## src/rtl/fpu_pkg.sv

```systemverilog
// Shared FPU definitions: FSM states, op encoding, flag bit positions and IEEE field helpers.
package fpu_pkg;

    typedef enum logic [2:0] {
        S_IDLE,
        S_UNPACK,
        S_ALIGN,
        S_ADD,
        S_NORM,
        S_ROUND,
        S_OUT
    } state_t;

    localparam logic OP_ADD = 1'b0;
    localparam logic OP_SUB = 1'b1;

    localparam int unsigned FLAGS_W        = 4;
    localparam int unsigned FLAG_INVALID   = 3;
    localparam int unsigned FLAG_OVERFLOW  = 2;
    localparam int unsigned FLAG_UNDERFLOW = 1;
    localparam int unsigned FLAG_INEXACT   = 0;

    localparam int unsigned MAX_WORD_W = 128;

    function automatic int unsigned exp_max(input int unsigned exp_w);
        return (32'd1 << exp_w) - 32'd1;
    endfunction

    function automatic int unsigned bias(input int unsigned exp_w);
        return (32'd1 << (exp_w - 32'd1)) - 32'd1;
    endfunction

    // Canonical quiet NaN: positive, all-ones exponent, only the fraction MSB set.
    function automatic logic [MAX_WORD_W-1:0] qnan(input int unsigned exp_w, input int unsigned mant_w);
        logic [MAX_WORD_W-1:0] q;
        q = ((MAX_WORD_W'(1) << exp_w) - MAX_WORD_W'(1)) << mant_w;
        q = q | (MAX_WORD_W'(1) << (mant_w - 32'd1));
        return q;
    endfunction

endpackage

```

## src/rtl/fpu_lzc.sv

```systemverilog
// Combinational leading-zero counter; count_c equals WIDTH for an all-zero input.
module fpu_lzc
    import fpu_pkg::*;
#(
    parameter  int unsigned WIDTH = 28,
    localparam int unsigned CNT_W = $clog2(WIDTH + 1)
) (
    input  logic [WIDTH-1:0] value,
    output logic [CNT_W-1:0] count_c
);
    logic found;

    always_comb begin
        count_c = '0;
        found   = 1'b0;
        for (int i = WIDTH - 1; i >= 0; i--) begin
            if (!found) begin
                if (value[i]) begin
                    found = 1'b1;
                end else begin
                    count_c = count_c + CNT_W'(1);
                end
            end
        end
    end

endmodule

```

## src/rtl/fpu_addsub.sv

```systemverilog
// IEEE-754 add/subtract lane: multi-cycle unpack/align/add/normalise/round, RNE, flush-to-zero.
module fpu_addsub
    import fpu_pkg::*;
#(
    parameter  int unsigned EXP_W  = 8,
    parameter  int unsigned MANT_W = 23,
    localparam int unsigned W      = 1 + EXP_W + MANT_W
) (
    input  logic               clock,
    input  logic               reset,
    input  logic               in_valid,
    output logic               in_ready,
    input  logic [W-1:0]       a,
    input  logic [W-1:0]       b,
    input  logic               op,
    output logic               out_valid,
    input  logic               out_ready,
    output logic [W-1:0]       result,
    output logic [FLAGS_W-1:0] flags
);
    localparam int unsigned DW     = MANT_W + 4;
    localparam int unsigned SW     = MANT_W + 5;
    localparam int unsigned EW     = EXP_W + 2;
    localparam int unsigned MRW    = MANT_W + 2;
    localparam int unsigned MAX_SH = MANT_W + 3;
    localparam int unsigned SHW    = $clog2(DW);
    localparam int unsigned LZW    = $clog2(SW + 1);
    localparam int unsigned EMAX   = exp_max(EXP_W);
    localparam logic [EXP_W-1:0]     EXP_ONES = '1;
    localparam logic signed [EW-1:0] EMAX_S   = EW'(EMAX);
    localparam logic signed [EW-1:0] E_ZERO   = '0;
    localparam logic [W-1:0]         QNAN     = W'(qnan(EXP_W, MANT_W));

    state_t state, state_next;
    logic   accept;

    logic [W-1:0]          a_q, b_q;
    logic                  op_q;
    logic                  sign_a_q, sign_b_q;
    logic [EXP_W-1:0]      exp_a_q, exp_b_q;
    logic [MANT_W:0]       mant_a_q, mant_b_q;
    logic                  sign_q, sub_q;
    logic signed [EW-1:0]  exp_q;
    logic [DW-1:0]         mant_l_q, mant_s_q, mant_n_q;
    logic [SW-1:0]         sum_q;
    logic [W-1:0]          res_q;
    logic [FLAGS_W-1:0]    flg_q;

    assign accept = in_valid && in_ready;

    // Unpack and special-case detection
    logic [EXP_W-1:0]   ea, eb;
    logic [MANT_W-1:0]  fa, fb;
    logic               sa, sb;
    logic               a_nan, b_nan, a_snan, b_snan, a_inf, b_inf, a_zero, b_zero;
    logic               special;
    logic [W-1:0]       spec_res;
    logic [FLAGS_W-1:0] spec_flg;

    always_comb begin
        ea       = a_q[W-2:MANT_W];
        eb       = b_q[W-2:MANT_W];
        fa       = a_q[MANT_W-1:0];
        fb       = b_q[MANT_W-1:0];
        sa       = a_q[W-1];
        sb       = b_q[W-1] ^ (op_q == OP_SUB);
        a_nan    = (ea == EXP_ONES) && (fa != '0);
        b_nan    = (eb == EXP_ONES) && (fb != '0);
        a_snan   = a_nan && !fa[MANT_W-1];
        b_snan   = b_nan && !fb[MANT_W-1];
        a_inf    = (ea == EXP_ONES) && (fa == '0);
        b_inf    = (eb == EXP_ONES) && (fb == '0);
        a_zero   = (ea == '0);
        b_zero   = (eb == '0);
        special  = 1'b1;
        spec_res = '0;
        spec_flg = '0;
        if (a_nan || b_nan) begin
            spec_res               = QNAN;
            spec_flg[FLAG_INVALID] = a_snan || b_snan;
        end else if (a_inf && b_inf && (sa != sb)) begin
            spec_res               = QNAN;
            spec_flg[FLAG_INVALID] = 1'b1;
        end else if (a_inf) begin
            spec_res = {sa, EXP_ONES, {MANT_W{1'b0}}};
        end else if (b_inf) begin
            spec_res = {sb, EXP_ONES, {MANT_W{1'b0}}};
        end else if (a_zero && b_zero) begin
            spec_res = {sa && sb, {(W-1){1'b0}}};
        end else if (a_zero) begin
            spec_res = {sb, b_q[W-2:0]};
        end else if (b_zero) begin
            spec_res = a_q;
        end else begin
            special = 1'b0;
        end
    end

    // Align: larger magnitude first, smaller shifted right with sticky collection
    logic              a_big, s_l;
    logic [EXP_W-1:0]  e_l, e_s, exp_diff;
    logic [MANT_W:0]   m_l, m_s;
    logic [SHW-1:0]    shamt;
    logic [DW-1:0]     ext_s, shifted, lost_mask, aligned;

    always_comb begin
        a_big     = (exp_a_q > exp_b_q) || ((exp_a_q == exp_b_q) && (mant_a_q >= mant_b_q));
        s_l       = a_big ? sign_a_q : sign_b_q;
        e_l       = a_big ? exp_a_q  : exp_b_q;
        e_s       = a_big ? exp_b_q  : exp_a_q;
        m_l       = a_big ? mant_a_q : mant_b_q;
        m_s       = a_big ? mant_b_q : mant_a_q;
        exp_diff  = e_l - e_s;
        shamt     = (32'(exp_diff) > MAX_SH) ? SHW'(MAX_SH) : SHW'(exp_diff);
        ext_s     = {m_s, 3'b000};
        lost_mask = (DW'(1) << shamt) - DW'(1);
        shifted   = ext_s >> shamt;
        aligned   = {shifted[DW-1:1], shifted[0] | (|(ext_s & lost_mask))};
    end

    logic [SW-1:0] sum_c;
    assign sum_c = sub_q ? ({1'b0, mant_l_q} - {1'b0, mant_s_q})
                         : ({1'b0, mant_l_q} + {1'b0, mant_s_q});

    // Normalise: one-step right shift on carry, otherwise left shift by leading zeros
    logic [LZW-1:0]       lz, norm_sh;
    logic                 sum_zero;
    logic [DW-1:0]        mant_n;
    logic signed [EW-1:0] exp_n;

    fpu_lzc #(.WIDTH(SW)) u_lzc (
        .value   (sum_q),
        .count_c (lz)
    );

    always_comb begin
        sum_zero = (sum_q == '0);
        norm_sh  = lz - LZW'(1);
        if (sum_q[SW-1]) begin
            mant_n = {sum_q[SW-1:2], sum_q[1] | sum_q[0]};
            exp_n  = exp_q + EW'(1);
        end else begin
            mant_n = DW'(sum_q << norm_sh);
            exp_n  = exp_q - EW'(norm_sh);
        end
    end

    // Round to nearest even and apply exponent limits
    logic                 g, r, s, lsb, inc;
    logic [MRW-1:0]       m_r;
    logic [MANT_W-1:0]    frac_r;
    logic signed [EW-1:0] e_r;
    logic [W-1:0]         round_res;
    logic [FLAGS_W-1:0]   round_flg;

    always_comb begin
        lsb       = mant_n_q[3];
        g         = mant_n_q[2];
        r         = mant_n_q[1];
        s         = mant_n_q[0];
        inc       = g && (r || s || lsb);
        m_r       = {1'b0, mant_n_q[DW-1:3]} + MRW'(inc);
        frac_r    = MANT_W'(m_r >> m_r[MRW-1]);
        e_r       = exp_q + EW'(m_r[MRW-1]);
        round_flg = '0;
        round_flg[FLAG_INEXACT] = g || r || s;
        round_res = {sign_q, e_r[EXP_W-1:0], frac_r};
        if (e_r >= EMAX_S) begin
            round_res = {sign_q, EXP_ONES, {MANT_W{1'b0}}};
            round_flg[FLAG_OVERFLOW] = 1'b1;
            round_flg[FLAG_INEXACT]  = 1'b1;
        end else if (e_r <= E_ZERO) begin
            round_res = {sign_q, {(W-1){1'b0}}};
            round_flg[FLAG_UNDERFLOW] = 1'b1;
            round_flg[FLAG_INEXACT]   = 1'b1;
        end
    end

    always_ff @(posedge clock) begin
        if (reset) begin
            state <= S_IDLE;
        end else begin
            state <= state_next;
        end
    end

    always_comb begin
        state_next = state;
        unique case (state)
            S_IDLE:   if (accept) state_next = S_UNPACK;
            S_UNPACK: state_next = special ? S_OUT : S_ALIGN;
            S_ALIGN:  state_next = S_ADD;
            S_ADD:    state_next = S_NORM;
            S_NORM:   state_next = sum_zero ? S_OUT : S_ROUND;
            S_ROUND:  state_next = S_OUT;
            S_OUT:    if (out_valid && out_ready) state_next = S_IDLE;
            default:  state_next = S_IDLE;
        endcase
    end

    // Handshake outputs; result is latched once on OUT entry and held until taken
    always_ff @(posedge clock) begin
        if (reset) begin
            in_ready  <= 1'b1;
            out_valid <= 1'b0;
            result    <= '0;
            flags     <= '0;
        end else begin
            in_ready <= (state_next == S_IDLE);
            if ((state == S_OUT) && !out_valid) begin
                out_valid <= 1'b1;
                result    <= res_q;
                flags     <= flg_q;
            end else if (out_valid && out_ready) begin
                out_valid <= 1'b0;
            end
        end
    end

    always_ff @(posedge clock) begin
        unique case (state)
            S_IDLE: begin
                if (accept) begin
                    a_q  <= a;
                    b_q  <= b;
                    op_q <= op;
                end
            end
            S_UNPACK: begin
                if (special) begin
                    res_q <= spec_res;
                    flg_q <= spec_flg;
                end else begin
                    sign_a_q <= sa;
                    sign_b_q <= sb;
                    exp_a_q  <= ea;
                    exp_b_q  <= eb;
                    mant_a_q <= {1'b1, fa};
                    mant_b_q <= {1'b1, fb};
                end
            end
            S_ALIGN: begin
                sign_q   <= s_l;
                sub_q    <= sign_a_q ^ sign_b_q;
                exp_q    <= EW'(e_l);
                mant_l_q <= {m_l, 3'b000};
                mant_s_q <= aligned;
            end
            S_ADD: sum_q <= sum_c;
            S_NORM: begin
                if (sum_zero) begin
                    res_q <= '0;
                    flg_q <= '0;
                end else begin
                    mant_n_q <= mant_n;
                    exp_q    <= exp_n;
                end
            end
            S_ROUND: begin
                res_q <= round_res;
                flg_q <= round_flg;
            end
            default: ;
        endcase
    end

endmodule
```

## config.mk

```make
export PLATFORM = sky130hd
export DESIGN_NAME = fpu_addsub
export DESIGN_NICKNAME = d
export VERILOG_FILES = /design/src/rtl/fpu_pkg.sv /design/src/rtl/fpu_lzc.sv /design/src/rtl/fpu_addsub.sv
export SDC_FILE = /design/constraint.sdc
export NUM_CORES = 1
export LEC_CHECK = 0
export BUFFER_PORTS_ARGS = -buffer_cell sky130_fd_sc_hd__buf_2
export CAP_MARGIN = 20
export CORE_AREA = 2 2 238 240
export DETAILED_ROUTE_END_ITERATION = 6
export DIE_AREA = 0 0 240 242
export PLACE_DENSITY_LB_ADDON = 0.2
export SYNTH_ARGS = -nofsm -noshare
export SYNTH_HDL_FRONTEND = slang
export SYNTH_SLANG_ARGS = --single-unit
```

## constraint.sdc

```tcl
create_clock -name clock -period 13 [get_ports clock]
set_input_delay 0 -clock clock [delete_from_list [all_inputs] [get_ports clock]]
set_output_delay 0 -clock clock [all_outputs]
set_load 0.03 [all_outputs]
```

After elaboration in Yosys (flattened, before gate mapping)
Index checks and enable logic that the tools add are counted.

Add/sub/neg operators: 36. Order comparisons: 5. Eq/ne operators: 13. Shifts and indexed selects: 4. Multiplexer cells: 154. Bitwise logic cells: 7. Reduce and logical (&&, ||, !) cells: 43.

Operators with widths (number): 2-to-1 mux 32 bit (9); 2-to-1 mux 5 bit (55); adder 5 x 1 -> 5 bit (second input constant) (26); one-hot mux 32 bit (3 select lines) (1); 2-to-1 mux 1 bit (69); 2-to-1 mux 31 bit (2); logical NOT 23 bit (2); 2-to-1 mux 23 bit (2); nonzero test 23 bit (2); adder 27 x 27 -> 28 bit (1); logical NOT 28 bit (1); 2-to-1 mux 28 bit (1); << shifter 28 x 5 -> 27 bit (1); subtractor 27 x 27 -> 28 bit (1); AND 27 bit (1); OR reduction 27 bit (1); << shifter 1 x 5 -> 27 bit (first input constant) (1); right shift 27 x 5 -> 27 bit (1); subtractor 27 x 2 -> 27 bit (second input constant) (1); 2-to-1 mux 26 bit (1); adder 24 x 1 -> 25 bit (1); right shift 25 x 1 -> 23 bit (1); >= comparator 24 bit (1); one-hot mux 3 bit (7 select lines) (1); other kinds (36) (79).

Bits in registers: 324. Input port bits: 69.

Depth between registers and ports, before layout
Gate-level depths: netlist of the first run.

Depth after elaboration: 87. Mapped depth: 74. Mapped depth without buffers: 72.

By module
Synthesis of the first run repeated with hierarchy kept, for this count alone.

Cells, all modules: 2337. Area total of the unflattened synthesis: 22213.8 µm².

By module, submodules not included: fpu_addsub (instances 1, cells each 1922, area an instance 19207.2 µm², sequential area each 9288.9 µm²); fpu_lzc (instances 1, cells each 415, area an instance 3006.6 µm², sequential area each 0.0 µm²).

Least setup slack after synthesis of the first run
Ideal clock, no wire load.

Path type: register -> register. From: reg sum_q[27]. To: reg exp_q[7] (data pin). Arrival: 13482 ps. Setup slack: -736 ps. Stages on the path, launching flop included: 74. Path buffers: 2. Clock period less this slack: 13736 ps. Path through: edfxtp_1 > clkbuf_1 > inv_1 > o21ai_0 > inv_1 > ha_1 > nor3_1 > nor2_1 > ha_1 > nor2b_1 > o21ai_0 > nor2_1 > nor2_1 > ha_1 > inv_1 > nor2_1 > a21oi_1 > ha_1 > (+38 left out) > o21a_1 > ha_1 > mux2_2 > ha_1 > mux2i_1 > o21ai_0 > o21ai_0 > ha_1 > xor2_1 > inv_2 > clkbuf_1 > ha_1 > a21o_1 > a21o_1 > maj3_2 > o41a_1 > xnor2_1 > a21o_1.

Longest elaborated chain between the ends: 87. Elaborated cells on any way between the ends: 114. Those cells by class: add/sub: 29; mux: 85.

RTL lines: start: declaration (line fpu_addsub.sv:45) `logic [SW-1:0] sum_q;`; start signal: assignment (line fpu_addsub.sv:249) `S_ADD: sum_q <= sum_c;`; 2-to-1 mux 1 bit (line fpu_lzc.sv:18) `if (value[i]) begin`; adder 1 x 1 -> 2 bit (line fpu_lzc.sv:21) `count_c = count_c + CNT_W'(1);`; 2-to-1 mux 5 bit (line fpu_lzc.sv:18); 2-to-1 mux 5 bit (line fpu_lzc.sv:17) `if (!found) begin`; adder 5 x 1 -> 5 bit (line fpu_lzc.sv:21); 2-to-1 mux 5 bit (line fpu_lzc.sv:18); 2-to-1 mux 5 bit (line fpu_lzc.sv:17); adder 5 x 1 -> 5 bit (line fpu_lzc.sv:21); (+71 left out); adder 5 x 1 -> 5 bit (line fpu_lzc.sv:21); 2-to-1 mux 5 bit (line fpu_lzc.sv:18); 2-to-1 mux 5 bit (line fpu_lzc.sv:17); subtractor 5 x 1 -> 5 bit (line fpu_addsub.sv:138) `norm_sh = lz - LZW'(1);`; subtractor 10 x 5 -> 10 bit (line fpu_addsub.sv:144) `exp_n = exp_q - EW'(norm_sh);`; 2-to-1 mux 10 bit (*) (line fpu_addsub.sv:139) `if (sum_q[SW-1]) begin`; 2-to-1 mux 10 bit (*) (line fpu_addsub.sv:251) `if (sum_zero) begin`; one-hot mux 10 bit (2 select lines) (*) (line fpu_addsub.sv:221) `unique case (state)`; end signal: assignment (line fpu_addsub.sv:245) `exp_q <= EW'(e_l);`; end signal: assignment (line fpu_addsub.sv:256) `exp_q <= exp_n;`; end: declaration (line fpu_addsub.sv:43) `logic signed [EW-1:0] exp_q;`.

Every way passes the cells marked *; elsewhere a longest branch is shown, timed or not. The select of a mux whose other input is x is not followed. A chain may end at the register's enable or synchronous reset.

Worst setup path after layout of the first run
From: reg sum_q[26]. To: reg exp_q[7] (data pin).

Longest elaborated chain between the ends: 85. Elaborated cells on any way between the ends: 112. Those cells by class: add/sub: 28; mux: 84.

RTL lines (line): 2-to-1 mux 5 bit (fpu_lzc.sv:18); 2-to-1 mux 5 bit (fpu_lzc.sv:17); adder 5 x 1 -> 5 bit (fpu_lzc.sv:21); 2-to-1 mux 5 bit (fpu_lzc.sv:18); 2-to-1 mux 5 bit (fpu_lzc.sv:17); adder 5 x 1 -> 5 bit (fpu_lzc.sv:21); 2-to-1 mux 5 bit (fpu_lzc.sv:18); 2-to-1 mux 5 bit (fpu_lzc.sv:17); (+69 left out); adder 5 x 1 -> 5 bit (fpu_lzc.sv:21); 2-to-1 mux 5 bit (fpu_lzc.sv:18); 2-to-1 mux 5 bit (*) (fpu_lzc.sv:17); subtractor 5 x 1 -> 5 bit (*) (fpu_addsub.sv:138); subtractor 10 x 5 -> 10 bit (*) (fpu_addsub.sv:144); 2-to-1 mux 10 bit (*) (fpu_addsub.sv:139); 2-to-1 mux 10 bit (*) (fpu_addsub.sv:251); one-hot mux 10 bit (2 select lines) (*) (fpu_addsub.sv:221).

Marks and branches as above.

==> results of run 1 <==
cell families (layout without fill, tap and decap cells):
| kind of cell | count (synthesis) | in the layout | share of synthesized area, % |
|---|---|---|---|
| buf+inv | 249 | 440 | 4.42 |
| compound gates | 657 | 657 | 19.2 |
| xor+xnor | 116 | 116 | 5.30 |
| simple gates | 850 | 850 | 18.0 |
| flops | 323 | 323 | 42.2 |
| mux | 88 | 88 | 4.11 |
| fa+ha+maj | 119 | 119 | 6.79 |
synthesized netlist by cell type, types with 30 or more instances:
master | number | share of area, %
nand2_1 | 345 | 5.9
edfxtp_1 | 282 | 38
nor2_1 | 191 | 3.3
a21oi_1 | 179 | 4.1
o21ai_0 | 164 | 3.7
inv_1 | 119 | 2.0
ha_1 | 113 | 6.4
clkbuf_1 | 105 | 1.8
mux2i_1 | 78 | 3.5
xnor2_1 | 65 | 2.6
nand3_1 | 53 | 1.2
nor3_1 | 50 | 1.1
dfxtp_1 | 41 | 3.7
xor2_1 | 38 | 1.5
a21o_1 | 35 | 1.2
a22oi_1 | 31 | 1.1
nor2b_1 | 31 | 0.88
o22ai_1 | 30 | 0.85
through the flow:
step	std cells	total power [µW]	hold slack (ps)	cell area [µm²]	util, %
after global placement	3183	4280	176	23400	42.1
final	3349	5360	29.7	25800	46.4
after global routing	3349	5700	62.0	25800	46.4
after floorplan	2402	3520	87.5	22100	-
after detailed placement	3184	4300	178	23500	42.1
after CTS	3328	5290	9.90	25300	45.5
state kept, by name (all words and copies together) (netlist names):
signal	count
sign_b_q	1
op_q	1
mant_s_q	27
exp_b_q	8
sum_q	28
in_ready	1
exp_q	10
res_q	32
a_q	32
result	32
flg_q	4
b_q	32
sign_q	1
mant_l_q	23
state	3
flags	4
mant_a_q	23
sub_q	1
sign_a_q	1
out_valid	1
exp_a_q	8
mant_n_q	27
mant_b_q	23
where the power goes:
group	internal [µW]	switching, µW	total [µW]	leakage, µW
Clock	536	414	950	0.000534
Combinational	952	1750	2700	0.00655
Sequential	1480	222	1710	0.00296
Total	2970	2390	5360	0.0100
area by class of cell:
cell class | instances | area [µm²]
Sequential cell | 323 | 9290
Multi-Input combinational cell | 1830 | 12200
Tap cell | 756 | 946
Clock inverter | 17 | 101
Fill cell | 5368 | 29900
Timing Repair Buffer | 253 | 1840
Clock buffer | 47 | 983
Inverter | 123 | 467
path summary, 6_finish.rpt:
kind | slack, ps | startpoint | end | cells past startpoint
max | 190 | sum_q[26] | exp_q[7] | 71
max reg2reg | 190 | sum_q[26] | exp_q[7] | 71
min reg2reg | 450 | flags[1] | flags[1] | 2
min | 30 | reset | result[9] | 2
metal layers:
metal,up-vias,GRT usage [%],share of wire (%)
li1,9125,-,-
met1,9146,30.7,44
met2,620,39.2,48
met3,105,2.42,4.9
met4,2,6.52,2.9
met5,-,0,0.019
repair_timing:
action | CTS | global route
buffers inserted | 13 | 22
pin swaps | 19 | 57
endpoints found under the setup margin | 19 | 36
resized for setup | 9 | 67
hold endpoints to repair | 69 | 0
hold buffers | 67 | 0
==> impl_metrics.json, run 1 <==
{
  "status": "complete, no violations",
  "setup_ws_ps": 189,
  "max_slew_margin_pct": 38.0,
  "crit_type": "register to register",
  "hpwl_um": 51600,
  "cts_tree": "done",
  "drc_errors": 0,
  "cts_sinks": 323,
  "final_nets": 2750,
  "die_h_um": 242,
  "rsz0062_at_grt": "yes",
  "final_common_cell": "nand2_1",
  "portBuffers": 106,
  "cp-end-kind": "register",
  "grt_max_degree": 75,
  "avgSynthCellArea_um2": 9.17,
  "yosys_register_bits": 323,
  "routedWlPerCell_um": 20.5,
  "layout-drive-gt1-share_pct": 14.1,
  "tns_ps": 0,
  "dieWidth_um": 240,
  "min_period_ps": 12810,
  "grt_overflow_total": 0,
  "yosys.cell_types.count": 97,
  "pin_count": 107,
  "vias": 19000,
  "final-setup-viol-count": 0,
  "skew_ps": 24.2,
  "cts_buffers": 35,
  "fp.coreArea_mm2": 0.0557,
  "syn-num-nets": 2586,
  "yosys_warnings": 0,
  "p_leak_uw": 0.0100,
  "clockRootBuffer": "clkbuf_16",
  "start_util_pct": 39.5,
  "crit_path_start_kind": "register",
  "final_cell_mix": "344 x nand2_1, 282 x edfxtp_1, 180 x nor2_1, 174 x a21oi_1, 154 x o21ai_0",
  "cpMaxStageDelayCell": "edfxtp_1",
  "crit_arrival_ps": 13100,
  "worst_pin_slew_ps": 918,
  "ir_drop_mv": 0.137,
  "path_common_cell": "ha_1",
  "powerDensity_mw_per_mm2": 207,
  "cap_viol_max_count": 0,
  "netlist_area_mm2": 0.0220,
  "grt_pass1_wl_um": 105000,
  "crit_buf_inv": 5,
  "clk_latency_ps": 540,
  "path_clk_slew_ps": 60,
  "critPathTopFamily": "adder cells",
  "die-area_mm2": 0.0581,
  "place_ws_ps": -380,
  "critical_path.max_stage_delay_ps": 460,
  "dr.pass1.iters": 6,
  "n_antenna_cell": 0,
  "synth-edff-count": 282,
  "critPathMaxFanout": 4,
  "via_per_inst": 5.67,
  "cp.required_ps": 13290,
  "place_congestion": 0.940,
  "min_path_type": "input pin to register",
  "htreeDepth": 2,
  "slew_viol_final": 0,
  "postRouteWirelength_um": 68600,
  "ant_nets": 0,
  "synth_flop_cell": "edfxtp_1",
  "area_growth_pct": 17.3,
  "final_hold_viol_count": 0,
  "ys_seq_area_share_pct": 42.2,
  "antenna_found_initial": 1,
  "fin_crit_sh_pct": 98.5,
  "synthArstFlopShare_pct": 0,
  "synth_cells": 2402,
  "first_global_vias": 18200,
  "track_usage_pct": 22.9,
  "dr.first_iter.drc_count": 1443,
  "max_freq_mhz": 78.1,
  "clockBufferDepth": 3,
  "row_count": 87
}
Note: power is estimated with default switching activity, not from simulation.
==> run 2: changes to the inputs <==
--- a/config.mk
+++ b/config.mk
@@ -10,7 +10,7 @@
 export CORE_AREA = 2 2 238 240
 export DETAILED_ROUTE_END_ITERATION = 6
 export DIE_AREA = 0 0 240 242
-export PLACE_DENSITY_LB_ADDON = 0.2
+export PLACE_DENSITY = 0.6
 export SYNTH_ARGS = -nofsm -noshare
 export SYNTH_HDL_FRONTEND = slang
 export SYNTH_SLANG_ARGS = --single-unit
==> impl_metrics.json, run 2 (same netlist as run 1, synthesis figures left out) <==
{
  "die-area_mm2": 0.0581,
  "final_util_pct": 46.5,
  "dieWidth_um": 240,
  "fin_crit_sh_pct": 99.5,
  "cpMaxStageDelayCell": "or4_4",
  "crit_arrival_ps": 13220,
  "dr.pass1.iters": 6,
  "fp.coreArea_mm2": 0.0557,
  "clk_latency_ps": 540,
  "place_congestion": 0.979,
  "clockBufferDepth": 3,
  "routedWlPerCell_um": 20.5,
  "grt_pass1_wl_um": 104000,
  "pin_count": 107,
  "p_leak_uw": 0.0101,
  "layout-drive-gt1-share_pct": 13.9,
  "powerDensity_mw_per_mm2": 210,
  "rsz0062_at_grt": "yes",
  "multi_input_area_mm2": 0.0122,
  "met2WireLength_um": 32000,
  "cts_sinks": 323,
  "path_clk_slew_ps": 60,
  "final_nets": 2740,
  "cp.required_ps": 13290,
  "final_common_cell": "nand2_1",
  "n_antenna_cell": 0,
  "grt_overflow_total": 0,
  "worst_pin_slew_ps": 997,
  "dr.first_iter.drc_count": 1616,
  "place_ws_ps": -292,
  "wl_met1_um": 30100,
  "vias": 19000,
  "slew_viol_final": 0,
  "critPathMaxFanout": 4,
  "ir_drop_mv": 0.125,
  "antenna_found_initial": 0,
  "htreeDepth": 2,
  "crit_type": "register to register",
  "cts_tree": "done",
  "fin_hold_ws_ps": 32.9,
  "wl_met3_um": 3630,
  "hpwl_um": 51500,
  "final_hold_viol_count": 0,
  "postRouteWirelength_um": 68400,
  "start_util_pct": 39.5,
  "track_usage_pct": 22.9,
  "topRoutingLayerUsed": "met4",
  "power_uw": 5440,
  "cts_buffers": 36,
  "final_cell_mix": "343 x nand2_1, 282 x edfxtp_1, 184 x nor2_1, 174 x a21oi_1, 149 x o21ai_0",
  "via_per_inst": 5.69,
  "ant_nets": 0,
  "die_h_um": 242,
  "max_slew_margin_pct": 32.7,
  "fill_cells": 5206,
  "portBuffers": 106,
  "min_period_ps": 12930,
  "area_growth_pct": 17.6,
  "cap_viol_max_count": 0,
  "skew_ps": 14.5,
  "grt_max_degree": 75,
  "row_count": 87,
  "clockRootBuffer": "clkbuf_16",
  "placedCellCount": 3182,
  "register_area_mm2": 0.00929,
  "cp-end-kind": "register",
  "final-setup-viol-count": 0,
  "path_common_cell": "ha_1",
  "min_path_type": "input pin to register",
  "drc_errors": 0,
  "crit_path_start_kind": "register",
  "first_global_vias": 18200,
  "fin_cells": 3340,
  "status": "complete, no violations",
  "max_freq_mhz": 77.3,
  "critical_path.max_stage_delay_ps": 480,
  "setup_ws_ps": 66.7
}
run 2: cell types whose count changed in the layout (fill, tap and decap cells not counted), sizes merged:
cell / previous run / this run
buf: 186 / 175
bufinv: 0 / 2
clkbuf: 47 / 49
clkinv: 14 / 12
clkinvlp: 1 / 2
inv: 125 / 124
run 2: final timing paths:
check | from | to | slack [ps] | cells past startpoint
setup / recovery | sum_q[26] | exp_q[7] | 70 | 71
hold reg to reg | result[25] | result[25] | 450 | 2
hold / removal | reset | result[5] | 30 | 2
setup reg to reg | sum_q[26] | exp_q[7] | 70 | 71
run 2: what timing repair did:
action / in CTS / in global routing
setup buffers: 11 / 15
setup endpoints to repair: 18 / 36
hold endpoints to repair: 69 / 0
pin swaps: 18 / 64
hold buffers: 67 / 0
gates resized for setup: 10 / 81
run 2: metrics by stage:
step,setup TNS [ps],instance area (µm²)
global placement,0,23400
CTS,0,25400
finish,0,25900
floorplan,0,22100
detailed placement,-1070,23400
global route,-7640,25900
run 2: area by class of cell:
class	instances	area share [%]
multi-input combinational	1830	47.2
sequential	323	35.8
timing repair buffer	242	6.88
clock buffer	49	4.00
tap	756	3.65
inverter	123	1.80
clock inverter	17	0.623
run 2: worst max-delay path: cells and delay by family, from the launching register on:
kind / cells / cell delay (ps)
XOR/XNOR: 4 / 690
buffers and inverters: 6 / 580
adder cells (fa/ha/maj): 15 / 4140
AND/OR/NAND/NOR: 19 / 2360
flip-flops: 1 / 460
AO/OA/AOI/OAI: 20 / 3220
multiplexers: 7 / 1240
run 2: layer usage:
layer  global-route usage, %  vias to the layer above
met5                       0                        -
met4                    8.31                        0
met3                    2.53                      138
met2                    37.9                      642
met1                    30.7                     9123
li1                        -                     9104
run 2: where the power goes:
group | leakage, µW | switching, µW | total [µW] | internal, µW
Combinational | 0.00652 | 1760 | 2710 | 946
Clock | 0.000579 | 424 | 1030 | 605
Sequential | 0.00296 | 223 | 1710 | 1480
Total | 0.0101 | 2410 | 5440 | 3030
==> run 3: changes to the inputs <==
==> constraint.sdc (replaced) <==
create_clock -name clock -period 13 [get_ports clock]
set_input_delay 3.25 -clock clock [delete_from_list [all_inputs] [get_ports clock]]
set_output_delay 3.25 -clock clock [all_outputs]
set_load 0.03 [all_outputs]
==> impl_metrics.json, run 3 (same netlist as run 1, synthesis figures left out) <==
{
  "status": "complete, no violations",
  "rsz0062_at_grt": "yes",
  "setup_ws_ps": 64.6,
  "layout-drive-gt1-share_pct": 14.3,
  "final_common_cell": "nand2_1",
  "routedWlPerCell_um": 20.5,
  "crit_path_start_kind": "register",
  "p_leak_uw": 0.00978,
  "n_antenna_cell": 0,
  "cp.required_ps": 13290,
  "first_global_vias": 17800,
  "min_path_type": "register to register",
  "cap_viol_max_count": 0,
  "power_uw": 5420,
  "die-area_mm2": 0.0581,
  "critical_path.max_stage_delay_ps": 480,
  "met2WireLength_um": 31600,
  "grt_max_degree": 75,
  "ir_drop_mv": 0.121,
  "final-setup-viol-count": 0,
  "clk_latency_ps": 540,
  "dr.pass1.iters": 6,
  "max_freq_mhz": 77.3,
  "ant_nets": 0,
  "start_util_pct": 39.5,
  "cp-end-kind": "register",
  "skew_ps": 22.5,
  "die_h_um": 242,
  "path_common_cell": "ha_1",
  "dieWidth_um": 240,
  "crit_type": "register to register",
  "drc_errors": 0,
  "grt_pass1_wl_um": 102000,
  "fp.coreArea_mm2": 0.0557,
  "holdBufCountCts": 0,
  "path_clk_slew_ps": 60,
  "antenna_found_initial": 0,
  "powerDensity_mw_per_mm2": 215,
  "htreeDepth": 2,
  "worst_pin_slew_ps": 977,
  "cts_tree": "done",
  "wl_met1_um": 29600,
  "fin_hold_ws_ps": 451,
  "wl_met3_um": 3660,
  "final_util_pct": 45.3,
  "row_count": 87,
  "final_cell_mix": "343 x nand2_1, 282 x edfxtp_1, 184 x nor2_1, 174 x a21oi_1, 149 x o21ai_0",
  "place_ws_ps": -292,
  "via_per_inst": 5.71,
  "pin_count": 107,
  "track_usage_pct": 22.4,
  "max_slew_margin_pct": 34.0,
  "cts_sinks": 323,
  "place_congestion": 0.979,
  "topRoutingLayerUsed": "met4",
  "fill_cells": 5292,
  "final_nets": 2673,
  "vias": 18700,
  "slew_viol_final": 0,
  "fin_crit_sh_pct": 99.5,
  "critPathMaxFanout": 4,
  "portBuffers": 106,
  "placedCellCount": 3182,
  "crit_arrival_ps": 13230,
  "cpMaxStageDelayCell": "or4_4",
  "postRouteWirelength_um": 67200,
  "grt_overflow_total": 0,
  "final_hold_viol_count": 0,
  "hpwl_um": 51500,
  "dr.first_iter.drc_count": 1456,
  "clockBufferDepth": 3,
  "cts_buffers": 36,
  "min_period_ps": 12940,
  "area_growth_pct": 14.6,
  "fin_cells": 3273,
  "clockRootBuffer": "clkbuf_16"
}
[run 3: worst max-delay path: cells and delay by family, from the launching register on]
family          cells  cell delay, ps
flops               1             460
fa+ha+maj          15            4130
simple gates       19            2360
xor+xnor            4             690
compound gates     20            3220
buf+inv             6             580
mux                 7            1240
[run 3: stage by stage]
stage,TNS (ps),cell area [µm²]
6_report,0,25200
5_1_grt,-7630,25200
4_1_cts,0,24800
3_5_place_dp,-1070,23400
3_3_place_gp,0,23400
2_1_floorplan,0,22100
[run 3: final cells by class]
type	instances	area [µm²]	share of cell area, %
timing repair buffer	175	1110	4.41
inverter	123	467	1.85
multi-input combinational	1830	12200	48.5
sequential	323	9290	36.8
tap	756	946	3.75
clock buffer	49	1040	4.11
clock inverter	17	161	0.639
[run 3: report_power, final]
part           switching, µW  leakage (µW)  internal (µW)
registers                222       0.00296           1480
logic                   1760       0.00624            933
clock network            420      0.000579            605
total                   2400       0.00978           3020
[run 3: layer usage]
| metal | vias to the layer above | global-route usage (%) |
|---|---|---|
| met4 | 0 | 7.67 |
| met2 | 621 | 37.1 |
| met1 | 8975 | 30.4 |
| met5 | - | 0 |
| met3 | 120 | 2.51 |
| li1 | 8976 | - |
[run 3: timing repair]
action	CTS	global route
gates cloned	0	0
resized for setup	10	81
buffers inserted	11	15
pin swaps	18	64
endpoints found under the setup margin	18	36
endpoints found under the hold margin	0	0
[run 3: worst paths after layout]
check	start	endpoint	slack (ps)	cells after the start
max	sum_q[26]	exp_q[7]	60	71
min	result[25]	result[25]	450	2
max reg2reg	sum_q[26]	exp_q[7]	60	71
min reg2reg	result[25]	result[25]	450	2
